File: config.mk
export PLATFORM = sky130hd
export DESIGN_NAME = decoder38_scan_flat
export DESIGN_NICKNAME = d
export VERILOG_FILES = /design/src/rtl/decoder38_scan_if.sv /design/src/rtl/decoder38_scan.sv /design/src/flat_wrapper.sv
export SDC_FILE = /design/constraint.sdc
export NUM_CORES = 1
export LEC_CHECK = 0
export ABC_AREA = 1
export CORE_AREA = 3 3 40 42
export CTS_CLUSTER_DIAMETER = 60
export DETAILED_ROUTE_END_ITERATION = 7
export DIE_AREA = 0 0 43 45
export GPL_TIMING_DRIVEN = 0
export PLACE_DENSITY_LB_ADDON = 0.25
export SYNTH_ARGS = -nofsm -noshare
export SYNTH_HDL_FRONTEND = slang
export SYNTH_SLANG_ARGS = --single-unit
File: constraint.sdc
create_clock -name iClk -period 1.6 [get_ports iClk]
set_clock_uncertainty 0.2 [all_clocks]
set_input_delay 0.32 -clock iClk [delete_from_list [all_inputs] [get_ports iClk]]
set_output_delay 0.32 -clock iClk [all_outputs]
set_load 0.005 [all_outputs]
File: src/rtl/decoder38_scan_if.sv
// decoder38_scan_if: handshake and output bundle for the 3-to-8 scan decoder.
// The master drives the code, enable and scan request. The slave (the
// decoder) returns the ready flag and the registered decoded outputs.
interface decoder38_scan_if;
  logic       iEn;
  logic       iValid;
  logic       oReady;
  logic [2:0] iData;
  logic       iScan;
  logic [7:0] oData;
  logic       oValid;
  logic [2:0] oIndex;

  modport master (
    output iEn, iValid, iData, iScan,
    input  oReady, oData, oValid, oIndex
  );

  modport slave (
    input  iEn, iValid, iData, iScan,
    output oReady, oData, oValid, oIndex
  );
endinterface

File: src/rtl/decoder38_scan.sv
// decoder38_scan: registered 3-to-8 one-hot decoder with a valid/ready input
// handshake. It has an optional scan mode that walks the active line across
// all eight outputs, dwelling DIV clocks on each line.
// Define DECODER38_SCAN_EN to build the scan mode. Without it, the block is a
// plain registered decoder with enable, iScan is ignored and oReady is always 1.
//
// state | meaning
// ------+---------------------------------------------------------------
// IDLE  | outputs inactive, oValid=0, ready for a code
// HOLD  | showing the last accepted code, ready for a replacement
// SCAN  | self-running sweep of lines 0..7, not ready (scan build only)
module decoder38_scan #(
  parameter int unsigned DIV        = 4,    // scan dwell per line, 1..255
  parameter bit          ACTIVE_LOW = 1'b0  // 1: selected line driven low
) (
  input  logic            iClk,
  input  logic            iRst_n,
  decoder38_scan_if.slave bus
);

  localparam logic [7:0] INACTIVE = ACTIVE_LOW ? 8'hFF : 8'h00;

  function automatic logic [7:0] pattern(input logic [2:0] k);
    logic [7:0] onehot;
    onehot = 8'h01 << k;
    return ACTIVE_LOW ? ~onehot : onehot;
  endfunction

`ifdef DECODER38_SCAN_EN
  typedef enum logic [1:0] {IDLE = 2'd0, HOLD = 2'd1, SCAN = 2'd2} state_t;
`else
  typedef enum logic [1:0] {IDLE = 2'd0, HOLD = 2'd1} state_t;
`endif

  state_t     state_q;
  logic [7:0] data_q;
  logic       valid_q;
  logic [2:0] index_q;
  logic       accept;

`ifdef DECODER38_SCAN_EN
  localparam logic [7:0] DWELL_LAST = 8'(DIV - 1);

  logic [7:0] cnt_q;
  logic [7:0] cnt_d;
  logic [2:0] index_d;
  logic       dwell_done;

  // The dwell counter runs 0..DIV-1. The index steps on the last count and
  // wraps from 7 back to 0 on its own.
  assign dwell_done = (cnt_q == DWELL_LAST);
  assign cnt_d      = dwell_done ? 8'd0 : cnt_q + 8'd1;
  assign index_d    = dwell_done ? index_q + 3'd1 : index_q;

  // Ready drops only once SCAN has been entered. So a valid arriving together
  // with the scan request sees ready=1, but it is not taken.
  assign bus.oReady = (state_q != SCAN);
`else
  assign bus.oReady = 1'b1;

  // These are not needed without the scan mode. They are gathered here so
  // that the intent to leave them unused is explicit.
  logic [10:0] unused_nonscan;
  assign unused_nonscan = {bus.iScan, state_q, 8'(DIV)};
`endif

  assign accept = bus.iEn && bus.iValid && bus.oReady;

  // FSM with registered outputs. The priority order is: disable, scan entry,
  // scan exit, scan stepping, and then the handshake.
  always_ff @(posedge iClk or negedge iRst_n) begin
    if (!iRst_n) begin
      state_q <= IDLE;
      data_q  <= INACTIVE;
      valid_q <= 1'b0;
      index_q <= 3'd0;
`ifdef DECODER38_SCAN_EN
      cnt_q   <= 8'd0;
`endif
    end else if (!bus.iEn) begin
      state_q <= IDLE;
      data_q  <= INACTIVE;
      valid_q <= 1'b0;
      index_q <= 3'd0;
`ifdef DECODER38_SCAN_EN
      cnt_q   <= 8'd0;
`endif
    end
`ifdef DECODER38_SCAN_EN
    else if (bus.iScan && state_q != SCAN) begin
      state_q <= SCAN;
      data_q  <= pattern(3'd0);
      valid_q <= 1'b1;
      index_q <= 3'd0;
      cnt_q   <= 8'd0;
    end else if (state_q == SCAN && !bus.iScan) begin
      state_q <= IDLE;
      data_q  <= INACTIVE;
      valid_q <= 1'b0;
      index_q <= 3'd0;
      cnt_q   <= 8'd0;
    end else if (state_q == SCAN) begin
      cnt_q   <= cnt_d;
      index_q <= index_d;
      data_q  <= pattern(index_d);
    end
`endif
    else if (accept) begin
      state_q <= HOLD;
      data_q  <= pattern(bus.iData);
      valid_q <= 1'b1;
      index_q <= bus.iData;
    end
  end

  assign bus.oData  = data_q;
  assign bus.oValid = valid_q;
  assign bus.oIndex = index_q;

endmodule

File: src/flat_wrapper.sv
// flat-port wrapper written by rule: the top's interface ports become plain ports
module decoder38_scan_flat 
#(
  parameter int unsigned DIV        = 4,                                  
  parameter bit          ACTIVE_LOW = 1'b0                                
)
  (iClk, iRst_n, bus_iEn, bus_iValid, bus_iData, bus_iScan, bus_oReady, bus_oData, bus_oValid, bus_oIndex);
  decoder38_scan_if bus_i ();
  input  logic iClk;
  input  logic iRst_n;
  input wire logic [$bits(bus_i.iEn)-1:0] bus_iEn;
  input wire logic [$bits(bus_i.iValid)-1:0] bus_iValid;
  input wire logic [$bits(bus_i.iData)-1:0] bus_iData;
  input wire logic [$bits(bus_i.iScan)-1:0] bus_iScan;
  output wire logic [$bits(bus_i.oReady)-1:0] bus_oReady;
  output wire logic [$bits(bus_i.oData)-1:0] bus_oData;
  output wire logic [$bits(bus_i.oValid)-1:0] bus_oValid;
  output wire logic [$bits(bus_i.oIndex)-1:0] bus_oIndex;
  assign bus_i.iEn = bus_iEn;
  assign bus_i.iValid = bus_iValid;
  assign bus_i.iData = bus_iData;
  assign bus_i.iScan = bus_iScan;
  assign bus_oReady = bus_i.oReady;
  assign bus_oData = bus_i.oData;
  assign bus_oValid = bus_i.oValid;
  assign bus_oIndex = bus_i.oIndex;
  decoder38_scan #(.DIV(DIV), .ACTIVE_LOW(ACTIVE_LOW)) u_core (.iClk(iClk), .iRst_n(iRst_n), .bus(bus_i));
endmodule
# Word level (Yosys, flattened, before mapping)
# Index checks and enable logic that the tools add are counted.
[totals] output_inout_bits=13 input_bits=8 ff_bits=12 wordCells=12
[classes] n_mux=6 n_reduce_logical=1 eq_ne=1 shifts=1
[ops] op="$mux W8" n=2
[ops] op="$shl A1 B3 Y8 const A" n=1
[ops] op="$mux W3" n=2
[ops] op="$mux W1" n=2
[ops] op="$ne A2 B1 Y1 const B" n=1
[ops] op="$logic_and A1 B1 Y1" n=1

# Longest topological paths before layout
# Gate-level depths: netlist of run 1.
[logic_depth] word_depth=3 depth_mapped=5 depth_no_buf=4

# Least setup slack after synthesis of run 1
# OpenSTA, ideal clock, no wires.
[synth_path] path_kind="input -> register" startpoint="input port bus_iEn" endpoint="register u_core.index_q[0], in the netlist u_core.bus.oIndex[0]" path_buffers=1 setup_slack_ns=0.631 path_stages=5 setup_ns=0.126 required_ns=1.274 arrival_ns=0.643 path_cell_list="inv_1 > nor2_2 > buf_6 > nand2_1 > o21ai_0"
[synth_via] elab_chain_cells=2 elab_cells_between_ends=3 cone_classes="1 x eq/ne; 1 x mux; 1 x reduce/logical"
[synth_rtl] item="start: declaration" line_no="flat_wrapper.sv:11" source="input wire logic [$bits(bus_i.iEn)-1:0] bus_iEn;"
[synth_rtl] item="$logic_and A1 B1 Y1" line_no="decoder38_scan.sv:67" source="assign accept = bus.iEn && bus.iValid && bus.oReady;"
[synth_rtl] item="$ne A2 B1 Y1 (no source line)"
[synth_rtl] item="end signal: assignment" line_no="decoder38_scan.sv:112" source="index_q <= bus.iData;"
[synth_rtl] item="end: declaration" line_no="decoder38_scan.sv:38" source="logic [2:0] index_q;"
# Several ways; a longest one is shown, not always the timed one.
# A chain may end at the register's enable or synchronous reset.

# Worst setup path after layout of run 1
[layout_path] startpoint="register u_core.data_q[4], in the netlist u_core.bus.oData[4]" endpoint="output port bus_oData[4]"
[layout_rtl] item="start: declaration" line_no="decoder38_scan.sv:36" source="logic [7:0] data_q;"
[layout_rtl] item="start signal: assignment" line_no="decoder38_scan.sv:110" source="data_q <= pattern(bus.iData);"
[layout_rtl] item="end: declaration" line_no="flat_wrapper.sv:16" source="output wire logic [$bits(bus_i.oData)-1:0] bus_oData;"
# No word-level cell between the ends.

==> results.tsv, run 1 <==
metric	value	unit
starting utilization of the core area	0.3914	
Fin. Hold Viols	0	
share of total power in the clock network	0.312	
HPWL after detailed placement	758.8	um
unrepaired setup endpoints after global routing	no	
GRT Util Overall	0.1174	
sequential cell fraction of total power	0.558	
die outline width	43	um
maximum number of pins on one net before global-route repair	13	
DRT antenna net count	0	
H-tree level count	1	
required time of the critical path	1.08	ns
Sw Ratio	0.2328	
DRT iter0 DRCs	13	
first-pass GRT wire length	1690	um
post-route insts no fill	97	
Power Density	787.8	nW/um^2
Critical Path AT	0.91	ns
post-synth cell types	10	
Cell Count Post-Placement	92	
layout-stage area growth over the synthesis result	44.03	%
power consumption	0.5707	mW
vertical extent of the die	45	um
Gate Count Post-Synth	59	
Synth Register Bits	12	
portion of the post-synthesis area used by sequential elements	0.5970	
antenna violations before repair	0	
area of all placed cells without fillers	724.4	um^2
final worst path period need	1.429	ns
proportion of power drawn by combinational gates	0.130	
type of element launching the critical path	flop	
TritonCTS clock tree	built	
cell at the slowest stage of the critical path	sky130_fd_sc_hd__dfrtp_1	
remaining global-route overflow	0	
via count	450	
clock sink count	12	
outcome	finished clean	
Min-Delay Path Class	primary input to async pin	
highest clock frequency the design can meet	0.6999	GHz
Post-Place Cell Area	701.9	um^2
buffers and inverters on the worst path	1	
internal power	0.4379	mW
Slew headroom	0.6551	
# Max-Cap Violations	0	
post-place setup slack	0.03003	ns
leakage power	0.4271	nW
Top Ports	21	
sequence of cells on the critical path	dlygate4sd2_1	
warnings from Yosys	0	
Slew Limit Fails	0	
I/O Buffers	18	
final setup violation count	0	
mean instance size in the synthesized netlist	8.525	um^2
global placer's final weighted congestion	0.7545	
TritonCTS buffer count	3	
nets	92	
Clock Tree Buf Depth	2	
cell family contributing the most delay on the critical path	flip-flops	
die footprint	1935	um^2
post-layout utilization of the core	0.5638	
highest net fanout along the worst path	2	
synth top area cells	sky130_fd_sc_hd__dfrtp_1 (60%), sky130_fd_sc_hd__nand2_1 (16%), sky130_fd_sc_hd__nand3_1 (5.0%)	
post-synth top area share	0.5970	
clock-pin transition on the worst setup and hold timing paths	0.07	ns
detailed-routing iteration count for the pre-antenna-repair pass	3	
share of cells above drive strength 1	0.09756	
power dissipated by switching net loads	0.1328	mW
number of global-route vias before repair	423	
synthesized cell area	503.0	um^2
Setup WS post-layout	0.1712	ns
Placeable Area	1285	um^2
final period utilization	0.8930	
number of standard-cell rows in the floorplan	13	
clock latency on the worst-skew pair	0.27	ns
Setup Total Neg Slack	0	ns
Routed Wire Length	1008	um
Worst Hold Slack	0.1911	ns
detailed-route vias per instance	4.639	
Antenna diodes	0	
average wire per standard cell	10.39	um
leading area contributor after synthesis	sky130_fd_sc_hd__dfrtp_1	
drt drc	0	
worst vdd rail ir drop	560.3	uV
net count of the mapped netlist	67	
CP peak stage delay	0.38	ns
critical path endpoint category	output port	
critical setup path kind	flop to output port	
worst slew pin tran	0.5158	ns
buffer type at the clock tree root	sky130_fd_sc_hd__clkbuf_4	
metal layers:
| metal | global-route usage | wire length (um) | vias to the layer above |
|---|---|---|---|
| met3 | 0.02390 | 70 | 2 |
| li1 | - | - | 228 |
| met4 | 0.07229 | 20 | 0 |
| met2 | 0.1856 | 472 | 12 |
| met1 | 0.1482 | 444 | 208 |
| met5 | 0 | 0 | - |
flip-flops by register name, indices dropped and copies added, names as in the netlist:
name,count
u_core.bus.oIndex,3
u_core.bus.oValid,1
u_core.bus.oData,8
power by group through the flow:
stage,Clock [mW],Combinational [mW],Sequential (mW)
2_1_floorplan,0,0.0263,0.326
3_3_place_gp,0,0.0788,0.324
3_5_place_dp,0,0.0796,0.325
4_1_cts,0.184,0.0757,0.318
5_1_grt,0.196,0.0840,0.320
6_report,0.178,0.0742,0.318
final timing paths:
| check | start | end | cells past startpoint | slack, ns |
|---|---|---|---|---|
| worst max-delay path | u_core.bus.oData[4]$_DFFE_PN0P_ | bus_oData[4] | 1 | 0.17 |
| worst min-delay path | iRst_n | u_core.bus.oIndex[0]$_DFFE_PN0P_ | 1 | 0.19 |
| worst max register to register | u_core.bus.oIndex[0]$_DFFE_PN0P_ | u_core.bus.oIndex[0]$_DFFE_PN0P_ | 3 | 0.67 |
| worst min register to register | u_core.bus.oIndex[2]$_DFFE_PN0P_ | u_core.bus.oIndex[2]$_DFFE_PN0P_ | 2 | 0.27 |
| max in group asynchronous | iRst_n | u_core.bus.oData[7]$_DFFE_PN0P_ | 1 | 0.67 |
| min in group iClk | u_core.bus.oIndex[2]$_DFFE_PN0P_ | u_core.bus.oIndex[2]$_DFFE_PN0P_ | 2 | 0.27 |
timing repair:
item / in CTS / in global routing
gates resized for setup: 12 / 0
hold buffers: 0 / 0
endpoints found under the setup margin: 12 / 0
setup buffers: 2 / 0
cells in the mapped netlist:
master,n
sky130_fd_sc_hd__buf_4,1
sky130_fd_sc_hd__buf_6,1
sky130_fd_sc_hd__conb_1,1
sky130_fd_sc_hd__dfrtp_1,12
sky130_fd_sc_hd__inv_1,5
sky130_fd_sc_hd__nand2_1,22
sky130_fd_sc_hd__nand3_1,5
sky130_fd_sc_hd__nor2_1,6
sky130_fd_sc_hd__nor2_2,1
sky130_fd_sc_hd__o21ai_0,5
placed cells by master (no fill, tap or decap):
master                            count
sky130_fd_sc_hd__buf_4                3
sky130_fd_sc_hd__buf_6                1
sky130_fd_sc_hd__clkbuf_4             3
sky130_fd_sc_hd__clkdlybuf4s50_1      6
sky130_fd_sc_hd__conb_1               1
sky130_fd_sc_hd__dfrtp_1             12
sky130_fd_sc_hd__dlygate4sd2_1       12
sky130_fd_sc_hd__inv_1                5
sky130_fd_sc_hd__nand2_1             22
sky130_fd_sc_hd__nand3_1              5
sky130_fd_sc_hd__nor2_1               6
sky130_fd_sc_hd__nor2_2               1
sky130_fd_sc_hd__o21ai_0              5
worst register-to-register path: cells and delay by family, from the launching register on:
kind            cells  cell delay [ns]
simple gates        1             0.05
buf+inv             1             0.13
flops               1             0.38
compound gates      1             0.06
logic make-up after synthesis:
group                  share of synthesized area
AO/OA/AOI/OAI                            0.04974
buffers and inverters                    0.07463
flip-flops                                0.5970
other                                   0.007456
AND/OR/NAND/NOR                           0.2711
area by class of cell:
type                    instances  area (um^2)
fillers                       135        560.5
flip-flops and latches         12        300.3
repair buffers                 20        180.2
multi-input cells              40        165.2
clock buffers                   3        22.52
plain buffers                   2        18.77
inverters                       5        18.77
well taps                      15        18.77
No activity file was read; power rests on OpenSTA's default activity.
==> run 2, diff against run 1 <==
Settings changed: CTS_BUF_LIST from default to sky130_fd_sc_hd__clkbuf_8, HOLD_SLACK_MARGIN from default to 0.02.
Clock period 1.6 ns to 1.73 ns, I/O delays scaled along.
==> results.tsv, run 2 (synthesis results as in run 1) <==
metric	value	unit	change
post-layout utilization of the core	0.5784		+0.01461
layout-stage area growth over the synthesis result	47.76	%	
nets	90		-2.2%
I/O Buffers	18		unchanged
post-cts resize count	0		-12
remaining global-route overflow	0		unchanged
Power Density	823.4	nW/um^2	+4.5%
HPWL after detailed placement	758.8	um	unchanged
internal power	0.4825	mW	+10%
critical path depth in cells	1		unchanged
Min-Delay Path Class	primary input to async pin		
vertical extent of the die	45	um	unchanged
clock sink count	12		unchanged
cell at the slowest stage of the critical path	sky130_fd_sc_hd__clkdlybuf4s50_1		
post-route insts no fill	95		-2.1%
Cell Count Post-Placement	92		unchanged
buffers and inverters on the worst path	1		unchanged
DRT antenna net count	0		unchanged
critical path endpoint category	output port		
unrepaired setup endpoints after global routing	no		
Fin. Hold Viols	0		unchanged
CP peak stage delay	0.50	ns	+0.12 ns
Setup WS post-layout	0.1071	ns	-0.06410 ns
critical setup path kind	flop to output port		
type of element launching the critical path	flop		
share of cells above drive strength 1	0.07500		-0.02256
detailed-route vias per instance	4.695		+1.2%
starting utilization of the core area	0.3914		unchanged
final setup violation count	0		unchanged
highest clock frequency the design can meet	0.6162	GHz	
Top Ports	21		unchanged
H-tree level count	1		unchanged
number of cells traversed by the worst register-to-register path	2		-1
fill cell instance count of the final layout	132		-2.2%
antenna violations before repair	0		unchanged
top library cells by usage in the layout, fill and taps aside	sky130_fd_sc_hd__nand2_1 (22), sky130_fd_sc_hd__clkdlybuf4s50_1 (18), sky130_fd_sc_hd__dfrtp_1 (12)		
sequential cell fraction of total power	0.484		-0.074
Slew headroom	0.6563		+0.001218
Antenna diodes	0		unchanged
# Max-Cap Violations	0		unchanged
Slew Limit Fails	0		unchanged
count of hold buffers inserted by post-cts repair	0		unchanged
GRT Util Overall	0.1250		+0.007601
worst vdd rail ir drop	578.9	uV	+3.3%
DRT iter0 DRCs	8		-5
most common cell after layout, fill and taps aside	sky130_fd_sc_hd__nand2_1		
Routed Wire Length	1034	um	+2.6%
outcome	finished clean		
final worst path period need	1.623	ns	
first-pass GRT wire length	1759	um	+4.1%
leakage power	0.3738	nW	-12%
sequence of cells on the critical path	clkdlybuf4s50_1		
cell family contributing the most delay on the critical path	buffers and inverters		
detailed-routing iteration count for the pre-antenna-repair pass	4		+1
number of standard-cell rows in the floorplan	13		unchanged
TritonCTS buffer count	3		unchanged
Setup Total Neg Slack	0	ns	unchanged
global placer's final weighted congestion	0.7545		unchanged
highest net fanout along the worst path	2		unchanged
proportion of power drawn by combinational gates	0.120		-0.010
die footprint	1935	um^2	unchanged
Critical Path AT	1.08	ns	+0.17 ns
via count	446		-0.89%
average wire per standard cell	10.88	um	+4.7%
clock-pin transition on the worst setup and hold timing paths	0.05	ns	-0.02 ns
post-CTS setup buffer count	0		-2
worst slew pin tran	0.5140	ns	-0.001821 ns
power dissipated by switching net loads	0.1295	mW	-2.5%
number of flip-flops under the largest register name	8		unchanged
Clock Tree Buf Depth	2		unchanged
clock latency on the worst-skew pair	0.23	ns	-0.04 ns
TritonCTS clock tree	built		
number of global-route vias before repair	421		-0.47%
final period utilization	0.9381		
required time of the critical path	1.18	ns	+0.10 ns
die outline width	43	um	unchanged
post-place setup slack	0.1340	ns	+0.1040 ns
buffer type at the clock tree root	sky130_fd_sc_hd__clkbuf_8		
Sw Ratio	0.2115		-0.02123
drt drc	0		unchanged
share of total power in the clock network	0.397		+0.085
maximum number of pins on one net before global-route repair	13		unchanged
Placeable Area	1285	um^2	unchanged
[run 2: final timing paths]
path	from	end	slack [ns]
worst min register to register	u_core.bus.oIndex[2]$_DFFE_PN0P_	u_core.bus.oIndex[2]$_DFFE_PN0P_	0.27
worst max-delay path	u_core.bus.oData[4]$_DFFE_PN0P_	bus_oData[4]	0.11
max in group asynchronous	iRst_n	u_core.bus.oData[7]$_DFFE_PN0P_	0.73
min in group iClk	u_core.bus.oIndex[2]$_DFFE_PN0P_	u_core.bus.oIndex[2]$_DFFE_PN0P_	0.27
worst max register to register	u_core.bus.oValid$_DFFE_PN0P_	u_core.bus.oValid$_DFFE_PN0P_	0.89
worst min-delay path	iRst_n	u_core.bus.oIndex[0]$_DFFE_PN0P_	0.26
[run 2: area by class of cell]
cell class | count | area (um^2) | area share
flip-flops and latches | 12 | 300.3 | 0.4040
repair buffers | 18 | 180.2 | 0.2424
multi-input cells | 40 | 165.2 | 0.2222
clock buffers | 3 | 41.29 | 0.05556
plain buffers | 2 | 18.77 | 0.02525
inverters | 5 | 18.77 | 0.02525
well taps | 15 | 18.77 | 0.02525
[run 2: stage by stage]
stage / hold WS (ns) / instance area (um^2) / total power, mW
floorplan: -0.1496 / 503.0 / 0.3259
global placement: 0.2558 / 701.9 / 0.3729
detailed placement: 0.2645 / 701.9 / 0.3741
CTS: 0.2764 / 743.2 / 0.6213
global route: 0.2963 / 743.2 / 0.6464
finish: 0.2556 / 743.2 / 0.6120
[run 2: power by group through the flow]
stage	clock, mW	combinational, mW	sequential (mW)
finish	0.243	0.0733	0.296
global route	0.267	0.0818	0.297
CTS	0.251	0.0746	0.296
detailed placement	0	0.0737	0.300
global placement	0	0.0729	0.300
floorplan	0	0.0243	0.302
[run 2: per-layer routing]
layer	wire length, um	global-route usage
met1	452	0.1558
met2	499	0.1856
met3	71	0.03586
met4	10	0.09036
met5	0	0
==> run 3, diff against run 2 <==
Clock period 1.73 ns to 1.8 ns, I/O delays scaled along.
==> results of run 3 <==
The final DEF is identical to that of run 2. Status: finished clean.
Among the figures that moved: setup slack after placement 0.1340 ns -> 0.1900 ns; setup slack after layout 0.1071 ns -> 0.1631 ns; hold slack 0.2556 ns -> 0.2696 ns; register-to-register setup slack 0.89 ns -> 0.96 ns; total power 0.6120 mW -> 0.5882 mW; worst IR drop on VDD 578.9 uV -> 556.4 uV
